==> src/rtl/apb_i2c_pkg.sv <==
// Shared types and constants for the APB-to-I2C-core command scheduler.
package apb_i2c_pkg;

   // Transfer sequencing states
   typedef enum logic [1:0] {
      ST_IDLE   = 2'd0,
      ST_SETUP  = 2'd1,
      ST_ACCESS = 2'd2,
      ST_RESP   = 2'd3
   } state_t;

   // Default bus geometry and wait-state limit
   localparam int DEF_ADDR_W  = 8;
   localparam int DEF_DATA_W  = 8;
   localparam int DEF_TIMEOUT = 255;

   // Register map of the I2C core on the APB side
   localparam logic [7:0] I2C_PRER_LO = 8'h00;
   localparam logic [7:0] I2C_PRER_HI = 8'h01;
   localparam logic [7:0] I2C_CTR     = 8'h02;
   localparam logic [7:0] I2C_TXR     = 8'h03;
   localparam logic [7:0] I2C_RXR     = 8'h03;
   localparam logic [7:0] I2C_CR      = 8'h04;
   localparam logic [7:0] I2C_SR      = 8'h04;

   // Requester ID to one-hot response strobe
   function automatic logic [1:0] id_onehot(input logic id);
      return id ? 2'b10 : 2'b01;
   endfunction

endpackage

==> src/rtl/apb_i2c_scheduler_rr_arb2.sv <==
// Two-way round-robin grant: on a tie the requester not served last wins.
module rr_arb2 (
   input  logic [1:0] valid,
   input  logic       last,
   output logic [1:0] grant
);

   // One-hot grant from the current valids and the last-served pointer
   always_comb begin
      grant = 2'b00;
      case (valid)
         2'b01:   grant = 2'b01;
         2'b10:   grant = 2'b10;
         2'b11:   grant = last ? 2'b01 : 2'b10;
         default: grant = 2'b00;
      endcase
   end

endmodule

==> src/rtl/apb_i2c_scheduler.sv <==
// Arbitrates two command requesters onto one APB master port with a
// wait-state timeout; one command outstanding, one response pulse each.
module apb_i2c_scheduler
   import apb_i2c_pkg::*;
#(
   parameter int ADDR_W  = DEF_ADDR_W,
   parameter int DATA_W  = DEF_DATA_W,
   parameter int TIMEOUT = DEF_TIMEOUT
) (
   input  logic                PCLK,
   input  logic                PRESET,
   input  logic [1:0]          req_valid,
   output logic [1:0]          req_ready,
   input  logic [1:0]          req_write,
   input  logic [2*ADDR_W-1:0] req_addr,
   input  logic [2*DATA_W-1:0] req_wdata,
   output logic [1:0]          rsp_valid,
   output logic [DATA_W-1:0]   rsp_rdata,
   output logic                rsp_err,
   output logic                PSELx,
   output logic                PENABLE,
   output logic                PWRITE,
   output logic [ADDR_W-1:0]   PADDR,
   output logic [DATA_W-1:0]   PWDATA,
   input  logic                PREADY,
   input  logic [DATA_W-1:0]   PRDATA
);

   localparam logic [7:0] TMO = 8'(TIMEOUT);

   state_t     state;
   state_t     state_nx;
   logic [1:0] grant;
   logic [1:0] take;
   logic       last;
   logic       id;
   logic [7:0] cnt;
   logic       accept;
   logic       done_ok;
   logic       done_tmo;

   rr_arb2 u_arb (
      .valid (req_valid),
      .last  (last),
      .grant (grant)
   );

   // State register; reset aborts any transfer in flight
   always_ff @(posedge PCLK or posedge PRESET) begin
      if (PRESET) begin
         state <= ST_IDLE;
      end else begin
         state <= state_nx;
      end
   end

   // Next-state, combinational handshake and completion decode
   always_comb begin
      state_nx  = state;
      req_ready = 2'b00;
      take      = grant & req_valid;
      accept    = 1'b0;
      done_ok   = 1'b0;
      done_tmo  = 1'b0;
      case (state)
         ST_IDLE: begin
            if (!PRESET) begin
               req_ready = take;
            end else begin
               req_ready = 2'b00;
            end
            if (|req_ready) begin
               accept   = 1'b1;
               state_nx = ST_SETUP;
            end else begin
               state_nx = ST_IDLE;
            end
         end
         ST_SETUP: begin
            state_nx = ST_ACCESS;
         end
         ST_ACCESS: begin
            // PREADY wins over a simultaneous timeout
            if (PREADY) begin
               done_ok  = 1'b1;
               state_nx = ST_RESP;
            end else if ((cnt + 8'd1) == TMO) begin
               done_tmo = 1'b1;
               state_nx = ST_RESP;
            end else begin
               state_nx = ST_ACCESS;
            end
         end
         ST_RESP: begin
            state_nx = ST_IDLE;
         end
         default: begin
            state_nx = ST_IDLE;
         end
      endcase
   end

   // Command latch, APB drive, timeout count and response registers
   always_ff @(posedge PCLK or posedge PRESET) begin
      if (PRESET) begin
         last      <= 1'b1;
         id        <= 1'b0;
         cnt       <= 8'd0;
         PWRITE    <= 1'b0;
         PADDR     <= {ADDR_W{1'b0}};
         PWDATA    <= {DATA_W{1'b0}};
         PSELx     <= 1'b0;
         PENABLE   <= 1'b0;
         rsp_valid <= 2'b00;
         rsp_rdata <= {DATA_W{1'b0}};
         rsp_err   <= 1'b0;
      end else begin
         if (accept) begin
            id     <= grant[1];
            last   <= grant[1];
            PWRITE <= grant[1] ? req_write[1] : req_write[0];
            PADDR  <= grant[1] ? req_addr[ADDR_W +: ADDR_W] : req_addr[0 +: ADDR_W];
            PWDATA <= grant[1] ? req_wdata[DATA_W +: DATA_W] : req_wdata[0 +: DATA_W];
         end
         if (state == ST_ACCESS) begin
            cnt <= cnt + 8'd1;
         end else begin
            cnt <= 8'd0;
         end
         if (done_ok) begin
            rsp_rdata <= PWRITE ? {DATA_W{1'b0}} : PRDATA;
            rsp_err   <= 1'b0;
         end else if (done_tmo) begin
            rsp_rdata <= {DATA_W{1'b0}};
            rsp_err   <= 1'b1;
         end
         PSELx     <= (state_nx == ST_SETUP) || (state_nx == ST_ACCESS);
         PENABLE   <= (state_nx == ST_ACCESS);
         rsp_valid <= (state_nx == ST_RESP) ? id_onehot(id) : 2'b00;
      end
   end

endmodule

==> config.mk <==
export PLATFORM = sky130hd
export DESIGN_NAME = apb_i2c_scheduler
export DESIGN_NICKNAME = d
export VERILOG_FILES = /design/src/rtl/apb_i2c_pkg.sv /design/src/rtl/apb_i2c_scheduler_rr_arb2.sv /design/src/rtl/apb_i2c_scheduler.sv
export SDC_FILE = /design/constraint.sdc
export NUM_CORES = 1
export LEC_CHECK = 0
export BUFFER_PORTS_ARGS = -buffer_cell sky130_fd_sc_hd__buf_2
export CORE_ASPECT_RATIO = 0.8
export CORE_UTILIZATION = 48
export DETAILED_ROUTE_END_ITERATION = 12
export GPL_TIMING_DRIVEN = 1
export PLACE_DENSITY = 0.77
export SLEW_MARGIN = 40
export SYNTH_ARGS = -nofsm -noshare
export SYNTH_HDL_FRONTEND = slang
export SYNTH_SLANG_ARGS = --single-unit
==> constraint.sdc <==
create_clock -name PCLK -period 2.2 [get_ports PCLK]
set_input_delay 0.11 -clock PCLK [delete_from_list [all_inputs] [get_ports PCLK]]
set_output_delay 0.11 -clock PCLK [all_outputs]
set_load 0.02 [all_outputs]
==> results of run 1 <==
-- stage by stage --
stage	worst slack (ps)	util [%]	hold slack, ps	total power, mW	area (um2)
2_1_floorplan	288	-	213	2.15	1980
3_3_place_gp	231	63.1	35.1	2.59	2450
3_5_place_dp	198	63.1	34.6	2.63	2450
4_1_cts	189	65.8	50.7	3.15	2550
5_1_grt	95.7	65.8	76.0	3.35	2550
6_report	186	65.8	52.6	3.12	2550
-- flip-flops by register name, indices dropped and copies added, names as in the netlist, 2 cells and up --
name / flops
PADDR: 8
PWDATA: 8
cnt: 8
rsp_valid: 2
state: 2
rsp_rdata: 8
-- power by group through the flow --
stage          registers, mW  logic, mW  clock network (mW)
2_1_floorplan           1.59      0.555                   0
6_report                1.27       1.35               0.504
5_1_grt                 1.31       1.50               0.545
4_1_cts                 1.26       1.36               0.523
3_3_place_gp            1.27       1.32                   0
3_5_place_dp            1.28       1.35                   0
-- routing by layer --
layer	share of wire [%]	track usage (%)	routed length (um)	vias up
met1	50	25.5	1940	742
met4	0.62	6.32	24	0
met2	46	27.1	1790	40
met5	0	0	0	-
li1	-	-	-	820
met3	3.9	3.91	152	3
-- kinds of logic (layout without fill, tap and decap cells) --
| logic type | Yosys count | count (layout) |
|---|---|---|
| xor gates and xnor gates | 5 | 5 |
| adders and majority gates | 6 | 6 |
| buffers and inverters | 21 | 105 |
| and+or+nand+nor | 59 | 59 |
| muxes | 17 | 17 |
| AOI/OAI and AO/OA | 44 | 44 |
| DFF | 42 | 42 |
-- layout by cell type (no fill, tap or decap), drive strengths merged --
cell type / synthesis / routed
a21boi: 2 / 2
a21o: 2 / 2
a21oi: 18 / 18
a311oi: 2 / 2
and2: 8 / 8
and4: 2 / 2
buf: 2 / 83
clkbuf: 6 / 6
clkinv: 0 / 1
clkinvlp: 0 / 1
dfrtp: 41 / 41
dfstp: 1 / 1
dlygate4sd3: 0 / 1
ha: 6 / 6
inv: 13 / 13
mux2i: 17 / 17
nand2: 6 / 6
nand3: 4 / 4
nand3b: 1 / 1
nand4: 1 / 1
nor2: 27 / 27
nor2b: 5 / 5
nor3: 2 / 2
o21a: 1 / 1
o21ai: 18 / 18
o21bai: 1 / 1
or3: 2 / 2
or4: 1 / 1
xnor2: 2 / 2
xor2: 3 / 3
-- worst reg2reg max path: cells and delay by family, from the launching register on --
family          cells  cell delay, ps
flops               1             440
compound gates      1             120
simple gates        4             890
fa+ha+maj           2             470
-- worst min-delay path by stage --
stage / slack, ps / cells past startpoint / to / start
floorplan: 210 / 2 / last$_DFFE_PP1P_ / req_valid[1]
global placement: 40 / 2 / PWDATA[7]$_DFFE_PP0P_ / PRESET
detailed placement: 30 / 2 / PWDATA[7]$_DFFE_PP0P_ / PRESET
CTS: 50 / 3 / last$_DFFE_PP1P_ / req_valid[1]
global route: 80 / 3 / last$_DFFE_PP1P_ / req_valid[1]
finish: 50 / 3 / last$_DFFE_PP1P_ / req_valid[1]
-- area by class of cell --
cell class	instances	area, um2	share of cell area, %
tap	55	68.8	2.69
sequential	42	1050	41.2
inverter	13	48.8	1.91
clock inverter	2	12.5	0.490
clock buffer	6	82.6	3.23
timing repair buffer	84	438	17.1
multi-input combinational	131	851	33.3
==> impl_results.md, run 1 <==
* Result of the run: complete, no violations
* Routed wire length per instance at 11.7 um
* Worst reg2reg startpoint: cnt[0]$_DFF_PP0_
* Net total in the final layout at 330
* Crit path launch type: flip-flop
* Die extent in y at approximately 59 um
* Final Cycle Share at between 90% and 100%
* Cell count along the critical path at 7
* Maximum clock frequency at around 500 MHz
* Worst Max-Slew Pin Slew at approximately 460 ps
* Buffers plus inverters on the worst setup path at 0
* Chip width at 73.8 um
* Cells on worst reg2reg path at 7
* Number of warnings issued by yosys at 0
* Int Power at about 1.9 mW
* Non-filler cells, final at around 330
* Unrepaired setup endpoints after global routing: no
* Buffer cell driving the clock tree root: sky130_fd_sc_hd__clkbuf_8
* Most frequently used cell type in the post-synthesis netlist: sky130_fd_sc_hd__dfrtp_1
* Largest net degree at the start of global routing at 38
* Area inside the core boundary at between 3000 and 4000 um2
* Data arrival time of the critical path at around 2200 ps
* Largest family of logic cells by synthesized area: simple AND/OR/NAND/NOR gates
* Count of unique library cells instantiated by Yosys at 32
* Pwr/cell area at roughly 1200 nW/um2
* Number of max-cap violations at 0
* Resized cells post-CTS at 0
* Worst setup path startpoint: cnt[0]$_DFF_PP0_
* Final routed wirelength across all metal layers at 3.90 mm
* Boundary pin count at around 80
* Async set-or-reset flop fraction in the synthesized netlist at 100%
* Cell seen most often among critical-path stages: sky130_fd_sc_hd__ha_1
* Port-buffer cells at around 80
* Top Family by Delay on Critical Path: simple AND/OR/NAND/NOR gates
* Total negative setup slack at 0 ps
* Top FF cell, synth: sky130_fd_sc_hd__dfrtp_1
* Data required time of the critical path at 2390 ps
* Clock tree from TritonCTS: done
* Power spent charging and discharging nets at 1.27 mW
* Largest buffer count on any clock path at 2
* CP Capture Type: flip-flop
* Wire length of the first global-routing pass at slightly below 6 mm
* Post-Synthesis Net Count at about 250
* Post-synthesis area per instance at between 10 and 15 um2
* Fill cell total of the finished layout at roughly 300
* Ant. Diodes at 0
* Number of register bits inferred by synthesis at 42
* Fraction of the mapped netlist area in compound gates at between 10% and 20%
* Post-DP HPWL at 2.85 mm
* Largest clock skew in the final design at about 4.5 ps
* Site row count at 20
* Hold/Removal Path Class: in -> reg
* Period minus WS final at roughly 2000 ps
* Flop pwr share at roughly two fifths
* First DRT Iteration DRCs at 43
* Total Die Area at 4390 um2
* Cell-by-cell trace of the critical path: ha_1 > and4_2 > nand4_1 > a311oi_1 > or3_1 > ha_1 > and2_1
* Worst Path Class, Setup: reg -> reg
* Clock network latency to the later pin of the worst-skew pair at approximately 290 ps
* FF-to-FF End: rsp_valid[1]$_DFF_PP0_
* Number of enable flip-flop cells after synthesis at 0
* Synthesized-area fraction occupied by xor and xnor cells at ~2.2%
* Leading post-synthesis cells by instance count: sky130_fd_sc_hd__dfrtp_1 (41), sky130_fd_sc_hd__nor2_1 (27), sky130_fd_sc_hd__a21oi_1 (18), sky130_fd_sc_hd__o21ai_0 (18), sky130_fd_sc_hd__mux2i_1 (17)
* Biggest cell delay along the critical path at 440 ps
* Number of nets with antenna violations after detailed routing at 0
* Post-synthesis simple-gate area fraction at 15.0%
* Switch share at between 40% and 50%
* Area share of fa/ha/maj cells after synthesis at 3.79%
* Sequential element share of the synthesized area at between 50% and 60%
* Maximum net fanout on the critical path at 6
* Count of pins over their slew limit at 0
* Setup slack of the worst register-to-register path at approximately 190 ps
* Fraction of layout instances using a drive strength above 1 at 35.3%
* Max-slew headroom at approximately 69%
* Overall routing resource usage at ~18%
* Fraction of synthesized cell area taken by the top area cell type at between 50% and 60%
* Clk slew on worst S/H paths at 80 ps
* Number of instances in the synthesized netlist at 194
* Count of endpoints failing setup in the final report at 0
* Total iterations of the first detailed-routing run at 4
* Clock power frac at approximately 16%
* Maximum vdd drop at ~870 uV
* Area contributors post-synth: sky130_fd_sc_hd__dfrtp_1 (52%), sky130_fd_sc_hd__mux2i_1 (8.6%), sky130_fd_sc_hd__nor2_1 (5.1%), sky130_fd_sc_hd__a21oi_1 (4.5%), sky130_fd_sc_hd__o21ai_0 (4.5%)
* H-Tree Depth at 2
* Count of vias placed by the detailed router at between 1,500 and 2,000
* Setup bufs post-CTS at 0
* Final hold violations at 0
* Critical path capture point: rsp_valid[1]$_DFF_PP0_
* # clock sinks at 42
* Area of the mapped netlist at between 1500 and 2000 um2
* Master of the slowest instance on the critical path: sky130_fd_sc_hd__dfrtp_1
* GR Overflow Total at 0
* Final routed DRC violation total at 0
* Via count of the first global-routing pass at 1,335
* Number of buffers inserted by hold repair at cts at 1
* Leakage power of the design at around 1.3 nW
* Layout overhead on the synthesized area at 28.9%
* Total CTS buffers at 5
* Routability-driven placement congestion ratio at around 0.75
* Total placed cells including tap cells at 324
* Number of vias per cell at around 4.8
* Gate power share at a little over two fifths
* Most area-hungry cell type in the Yosys netlist: sky130_fd_sc_hd__dfrtp_1
* Initial antenna violation count at 0
* Proportion of synthesized area in mux cells at 8.59%
* Initial Utilization at approximately half
Power figures use the tool's default switching activity.
==> run 2: changes to the inputs <==
Settings changed: CELL_PAD_IN_SITES_DETAIL_PLACEMENT set to 0, CELL_PAD_IN_SITES_GLOBAL_PLACEMENT set to 1, CORE_UTILIZATION 48 to 35, PLACE_DENSITY 0.77 to 0.76, SLEW_MARGIN 40 to unset.
==> run 2 against run 1 <==
Hold slack better by 8.6 ps. Cell count is 7.2% higher. Via count is 1.6% lower. Register-to-register slack worse by 20 ps. Routed wire length is 1.6% higher. Largest cell class unchanged.
==> impl_results.md, run 2 (same netlist as run 1, synthesis figures left out) <==
* Via count of the first global-routing pass at 1,495 (+12%)
* # clock sinks at 42 (unchanged)
* Result of the run: complete, no violations
* Cells on worst reg2reg path at 7 (unchanged)
* Boundary pin count at 79 (unchanged)
* Total Die Area at 5970 um2 (+36%)
* Cell seen most often among critical-path stages: sky130_fd_sc_hd__ha_1
* First DRT Iteration DRCs at 72 (+67%)
* Final routed DRC violation total at 0 (unchanged)
* Largest net degree at the start of global routing at 31 (-18%)
* Leakage power of the design at 1.30 nW (about the same)
* Resized cells post-CTS at 0 (unchanged)
* Count of vias placed by the detailed router at 1,580 (-1.6%)
* Master of the slowest instance on the critical path: sky130_fd_sc_hd__dfrtp_1
* Cell-by-cell trace of the critical path: ha_1 > and4_2 > nand4_1 > a311oi_1 > or3_1 > ha_1 > and2_1
* Cell depth of the worst min-delay path at 3 (unchanged)
* End point of the most critical hold path: last$_DFFE_PP1P_
* Final hold violations at 0 (unchanged)
* Area inside the core boundary at 5470 um2 (+41%)
* Post-DP HPWL at 2.95 mm (+3.3%)
* Total negative setup slack at 0 ps (unchanged)
* Largest buffer count on any clock path at 2 (unchanged)
* Power spent charging and discharging nets at 1.25 mW (-1.3%)
* Maximum vdd drop at 454 uV (-48%)
* Fraction of layout instances using a drive strength above 1 at 34.8% (-0.48 points)
* Data required time of the critical path at 2380 ps (about the same)
* GR Overflow Total at 0 (unchanged)
* Flop pwr share at 40.8% (+0.2 points)
* Final routed wirelength across all metal layers at 3.96 mm (+1.6%)
* Port-buffer cells at 78 (unchanged)
* Initial antenna violation count at 0 (unchanged)
* Ant. Diodes at 0 (unchanged)
* Pwr/cell area at 1200 nW/um2 (-1.4%)
* Net total in the final layout at 331 (+0.30%)
* Worst Max-Slew Pin Slew at 499 ps (+33.9 ps)
* Wire length of the first global-routing pass at 6.77 mm (+14%)
* Max-slew headroom at 66.8% (-2.3 points)
* Die extent in y at 69.3 um (+17%)
* Gate power share at 43.2% (about the same)
* Count of pins over their slew limit at 0 (unchanged)
* H-Tree Depth at 2 (unchanged)
* Post-Place Setup Slack at 184 ps (-13.4 ps)
* Crit path launch type: flip-flop
* Number of max-cap violations at 0 (unchanged)
* CP Capture Type: flip-flop
* Total iterations of the first detailed-routing run at 4 (unchanged)
* Buffer cell driving the clock tree root: sky130_fd_sc_hd__clkbuf_8
* Data arrival time of the critical path at 2210 ps (about the same)
* Maximum clock frequency at 492 MHz (-0.99%)
* Initial Utilization at 36.2% (-15 points)
* Clock tree from TritonCTS: done
* Int Power at 1.86 mW (+0.57%)
* Switch share at 40.2% (-0.46 points)
* Most frequent cells in the layout: sky130_fd_sc_hd__buf_2 (78), sky130_fd_sc_hd__dfrtp_1 (41), sky130_fd_sc_hd__nor2_1 (27)
* Leading cell type in the layout, fill and taps excluded: sky130_fd_sc_hd__buf_2
* Clk slew on worst S/H paths at 70 ps (about the same)
* Total CTS buffers at 5 (unchanged)
* Maximum net fanout on the critical path at 6 (unchanged)
* Count of endpoints failing setup in the final report at 0 (unchanged)
* Overall power at 3.11 mW (-0.20%)
* Final Cycle Share at 92.5% (+0.92 points)
* Unrepaired setup endpoints after global routing: no
* Worst reg2reg startpoint: cnt[0]$_DFF_PP0_
* Routed wire length per instance at 11.1 um (-5.2%)
* Period minus WS final at 2030 ps (+20.2 ps)
* Fill cell total of the finished layout at 537 (+78%)
* Final WS setup at 165 ps (-20.2 ps)
* Layout overhead on the synthesized area at 30.5%
* FF-to-FF End: rsp_valid[1]$_DFF_PP0_
* Number of vias per cell at 4.43 (-8.2%)
* Post-Route Hold Slack at 61.2 ps (+8.58 ps)
* Chip width at 86.1 um (+17%)
* Site row count at 24 (+20%)
* Routability-driven placement congestion ratio at 0.817 (+9.5%)
* Largest clock skew in the final design at 1.62 ps (-2.91 ps)
* Biggest cell delay along the critical path at 430 ps (about the same)
* Clock network latency to the later pin of the worst-skew pair at 280 ps (about the same)
* Worst Path Class, Setup: reg -> reg
* Hold/Removal Path Class: in -> reg
* Number of nets with antenna violations after detailed routing at 0 (unchanged)
* Clock power frac at 16.0% (-0.2 points)
* Origin of the worst min-delay path: req_valid[1]
* Overall routing resource usage at 14.5% (-3.4 points)
* Setup slack of the worst register-to-register path at 170 ps (-20 ps)
run 2: critical path: cells and delay by family, from the launching register on:
| family | cells | cell delay [ps] |
|---|---|---|
| flip-flops | 1 | 430 |
| AO/OA/AOI/OAI | 1 | 140 |
| adder cells (fa/ha/maj) | 2 | 460 |
| AND/OR/NAND/NOR | 4 | 910 |
run 2: routing by layer:
metal / global-route usage, % / routed length [um]
met5: 0 / 0
met4: 5.56 / 62
met3: 3.81 / 227
met2: 21.3 / 1620
met1: 20.6 / 2050
run 2: final cells by class:
type	count	area, um2	area share, %
Sequential cell	42	1050	40.7
Multi-Input combinational cell	131	851	32.9
Timing Repair Buffer	85	445	17.2
Tap cell	78	97.6	3.78
Clock buffer	8	90.1	3.48
Inverter	13	48.8	1.89
run 2: timing repair:
action / in CTS / in global routing
hold endpoints to repair: 12 / 0
hold buffers: 1 / 0
buffers inserted: 0 / 0
run 2: how the worst max path moves through the flow:
stage / start / endpoint / slack [ps] / cells after the start
floorplan: cnt[0]$_DFF_PP0_ / rsp_valid[1]$_DFF_PP0_ / 290 / 7
global placement: cnt[0]$_DFF_PP0_ / rsp_valid[1]$_DFF_PP0_ / 230 / 7
detailed placement: cnt[0]$_DFF_PP0_ / rsp_valid[1]$_DFF_PP0_ / 180 / 7
CTS: cnt[0]$_DFF_PP0_ / rsp_valid[1]$_DFF_PP0_ / 170 / 7
global route: cnt[0]$_DFF_PP0_ / rsp_valid[1]$_DFF_PP0_ / 70 / 7
finish: cnt[0]$_DFF_PP0_ / rsp_valid[1]$_DFF_PP0_ / 170 / 7
run 2: power by group through the flow:
| stage | registers, mW | clock network, mW | logic [mW] |
|---|---|---|---|
| after floorplan | 1.59 | 0 | 0.555 |
| after global placement | 1.28 | 0 | 1.34 |
| after detailed placement | 1.28 | 0 | 1.36 |
| after CTS | 1.27 | 0.518 | 1.37 |
| after global routing | 1.32 | 0.552 | 1.50 |
| final | 1.27 | 0.499 | 1.34 |
run 2: per-stage QoR:
stage	cell area (um2)	instances	util (%)
2_1_floorplan	1980	194	-
3_3_place_gp	2480	348	45.5
3_5_place_dp	2480	348	45.5
4_1_cts	2580	357	47.3
5_1_grt	2580	357	47.3
6_report	2580	357	47.3
==> run 3: changes to the inputs <==
--- a/config.mk
+++ b/config.mk
@@ -13,5 +13,5 @@
 export DETAILED_ROUTE_END_ITERATION = 12
 export GPL_TIMING_DRIVEN = 1
-export PLACE_DENSITY = 0.76
+export PLACE_DENSITY = 0.85
 export SYNTH_ARGS = -nofsm -noshare
 export SYNTH_HDL_FRONTEND = slang
==> constraint.sdc (replaced) <==
create_clock -name PCLK -period 2.2 [get_ports PCLK]
set_input_delay 0.11 -clock PCLK [delete_from_list [all_inputs] [get_ports PCLK]]
set_output_delay 0.11 -clock PCLK [all_outputs]
set_load 0.01 [all_outputs]
==> run 3 against run 2 <==
Maximum frequency up 0.74%. Setup slack better by 15 ps. Critical path type unchanged. Combinational power down 16%. Largest power group is now sequential cells. Sequential share of layout area down 0.81 points. Sequential power about the same. Non-clock buffer count stayed put. Critical path depth stayed put. Clock skew increased by 2.5 ps. Power increased by 1.5%.
==> impl_results.md, run 3 (same netlist as run 1, synthesis figures left out) <==
* Count of pins over their slew limit at 0 (unchanged)
* Cells on worst reg2reg path at 7 (unchanged)
* Data required time of the critical path at 2390 ps (about the same)
* Number of nets with antenna violations after detailed routing at 0 (unchanged)
* Post-Place Setup Slack at 190 ps (+5.94 ps)
* Cell depth of the worst min-delay path at 3 (unchanged)
* Non-filler cells, final at 357 (unchanged)
* Worst Path Class, Setup: reg -> reg
* Ant. Diodes at 0 (unchanged)
* Detailed-routing wirelength on met1 at 2.08 mm (+1.8%)
* H-Tree Depth at 2 (unchanged)
* Buffer cell driving the clock tree root: sky130_fd_sc_hd__clkbuf_8
* Overall power at 3.16 mW (+1.5%)
* Hold/Removal Path Class: in -> reg
* Initial antenna violation count at 0 (unchanged)
* Total negative setup slack at 0 ps (unchanged)
* Clk slew on worst S/H paths at 80 ps (about the same)
* Util after Layout at 48.3% (+0.96 points)
* Cell count along the critical path at 7 (unchanged)
* Layout overhead on the synthesized area at 33.2%
* Fill cell total of the finished layout at 538 (+0.19%)
* Critical path capture point: rsp_valid[1]$_DFF_PP0_
* DP Area at 2480 um2 (unchanged)
* Post-DP HPWL at 3.05 mm (+3.3%)
* Final routed DRC violation total at 0 (unchanged)
* Total placed cells including tap cells at 348 (unchanged)
* Result of the run: complete, no violations
* Setup slack of the worst register-to-register path at 180 ps (+20 ps)
* Port-buffer cells at 78 (unchanged)
* Number of vias per cell at 4.48 (+1.2%)
* Via count of the first global-routing pass at 1,463 (-2.1%)
* Overall routing resource usage at 14.1% (-0.40 points)
* Detail Route met2 WL at 1.70 mm (+5.1%)
* Footprint of the flip-flops and latches at 1050 um2 (unchanged)
* Worst setup path startpoint: cnt[0]$_DFF_PP0_
* Chip width at 86.1 um (unchanged)
* Master of the slowest instance on the critical path: sky130_fd_sc_hd__dfrtp_1
* Data arrival time of the critical path at 2210 ps (about the same)
* Clock tree from TritonCTS: done
* Leading cell type in the layout, fill and taps excluded: sky130_fd_sc_hd__buf_2
* Worst Max-Slew Pin Slew at 571 ps (+72.2 ps)
* Largest buffer count on any clock path at 2 (unchanged)
* Clock network latency to the later pin of the worst-skew pair at 290 ps (about the same)
* Maximum net fanout on the critical path at 6 (unchanged)
* Count of vias placed by the detailed router at 1,599 (+1.2%)
* First DRT Iteration DRCs at 74 (+2.8%)
* Routed wire length per instance at 11.5 um (+3.6%)
* Number of max-cap violations at 0 (unchanged)
* Cell seen most often among critical-path stages: sky130_fd_sc_hd__ha_1
* Top layer in use: met4
* Maximum clock frequency at 495 MHz (+0.74%)
* Most frequent cells in the layout: sky130_fd_sc_hd__buf_2 (78), sky130_fd_sc_hd__dfrtp_1 (41), sky130_fd_sc_hd__nor2_1 (27)
* Pwr/cell area at 1200 nW/um2 (-0.53%)
* Fraction of layout instances using a drive strength above 1 at 35.5% (+0.72 points)
* Wire length of the first global-routing pass at 6.57 mm (-3.0%)
* Site row count at 24 (unchanged)
* Final hold violations at 0 (unchanged)
* GR Overflow Total at 0 (unchanged)
* Top Family by Delay on Critical Path: simple AND/OR/NAND/NOR gates
* Initial Utilization at 36.2% (unchanged)
* Final Cycle Share at 91.8% (-0.68 points)
* FF-to-FF End: rsp_valid[1]$_DFF_PP0_
* Routability-driven placement congestion ratio at 0.884 (+8.2%)
* Biggest cell delay along the critical path at 440 ps (about the same)
* Final WS setup at 180 ps (+15.0 ps)
* Max-slew headroom at 61.7% (-5.0 points)
* Worst reg2reg startpoint: cnt[0]$_DFF_PP0_
* Count of endpoints failing setup in the final report at 0 (unchanged)
* Period minus WS final at 2020 ps (-15.0 ps)
* Routed length on met3 at 274 um (+21%)
* Final routed wirelength across all metal layers at 4.10 mm (+3.6%)
* Final cell area excluding filler cells at 2640 um2 (+2.0%)
* Die extent in y at 69.3 um (unchanged)
* Crit path launch type: flip-flop
* Total CTS buffers at 5 (unchanged)
* Total iterations of the first detailed-routing run at 4 (unchanged)
* Post-Route Hold Slack at 42.5 ps (-18.7 ps)
* Area inside the core boundary at 5470 um2 (unchanged)
* Largest clock skew in the final design at 4.10 ps (+2.48 ps)
* Total Die Area at 5970 um2 (unchanged)
* Area used by multi-input combinational logic at 851 um2 (unchanged)
* Net total in the final layout at 331 (unchanged)
* Buffers plus inverters on the worst setup path at 0 (unchanged)
* Largest net degree at the start of global routing at 35 (+13%)
* Cell-by-cell trace of the critical path: ha_1 > and4_2 > nand4_1 > a311oi_1 > or3_1 > ha_1 > and2_1
* Maximum vdd drop at 414 uV (-9.0%)
* Leakage power of the design at 1.33 nW (+1.9%)
* Unrepaired setup endpoints after global routing: no
* Boundary pin count at 79 (unchanged)
* CP Capture Type: flip-flop
* Setup bufs post-CTS at 0 (unchanged)
* # clock sinks at 42 (unchanged)
-- run 3: cell types whose count changed in the layout (fill, tap and decap cells not counted) --
| cell | delta |
|---|---|
| sky130_fd_sc_hd__bufinv_16 | +2 |
| sky130_fd_sc_hd__clkbuf_1 | -2 |
-- run 3: timing repair --
| item | 4_1_cts | 5_1_grt |
|---|---|---|
| gates resized for setup | 0 | 0 |
| hold buffers | 1 | 0 |
| endpoints found under the hold margin | 7 | 0 |
-- run 3: layout make-up --
class	count	area share (%)
clock buffer	6	3.13
clock inverter	2	2.28
inverter	13	1.85
multi-input combinational	131	32.3
sequential	42	39.9
tap	78	3.70
timing repair buffer	85	16.9
-- run 3: worst min path at each step --
stage,start,endpoint,slack [ps]
3_3_place_gp,PRESET,id$_DFFE_PP0P_,60
5_1_grt,req_valid[1],last$_DFFE_PP1P_,50
4_1_cts,req_valid[1],last$_DFFE_PP1P_,30
2_1_floorplan,req_valid[1],last$_DFFE_PP1P_,210
6_report,req_valid[1],last$_DFFE_PP1P_,40
3_5_place_dp,PRESET,PWDATA[6]$_DFFE_PP0P_,50
-- run 3: worst register-to-register path, cell delays in order, from the launching register on --
cell	delay, ps
sky130_fd_sc_hd__dfrtp_1	440
sky130_fd_sc_hd__ha_1	270
sky130_fd_sc_hd__and4_2	260
sky130_fd_sc_hd__nand4_1	150
sky130_fd_sc_hd__a311oi_1	120
sky130_fd_sc_hd__or3_1	340
sky130_fd_sc_hd__ha_1	190
sky130_fd_sc_hd__and2_1	150
-- run 3: power breakdown --
group	switching (mW)	total (mW)	internal (mW)
registers	0.181	1.27	1.09
logic	0.626	1.13	0.504
clock network	0.271	0.755	0.484
total	1.08	3.16	2.08
-- run 3: layer usage --
| metal | global-route usage (%) | up-vias |
|---|---|---|
| met5 | 0 | - |
| met4 | 3.89 | 0 |
| met3 | 4.64 | 4 |
| met2 | 21.7 | 64 |
| met1 | 19.2 | 709 |
| li1 | - | 822 |
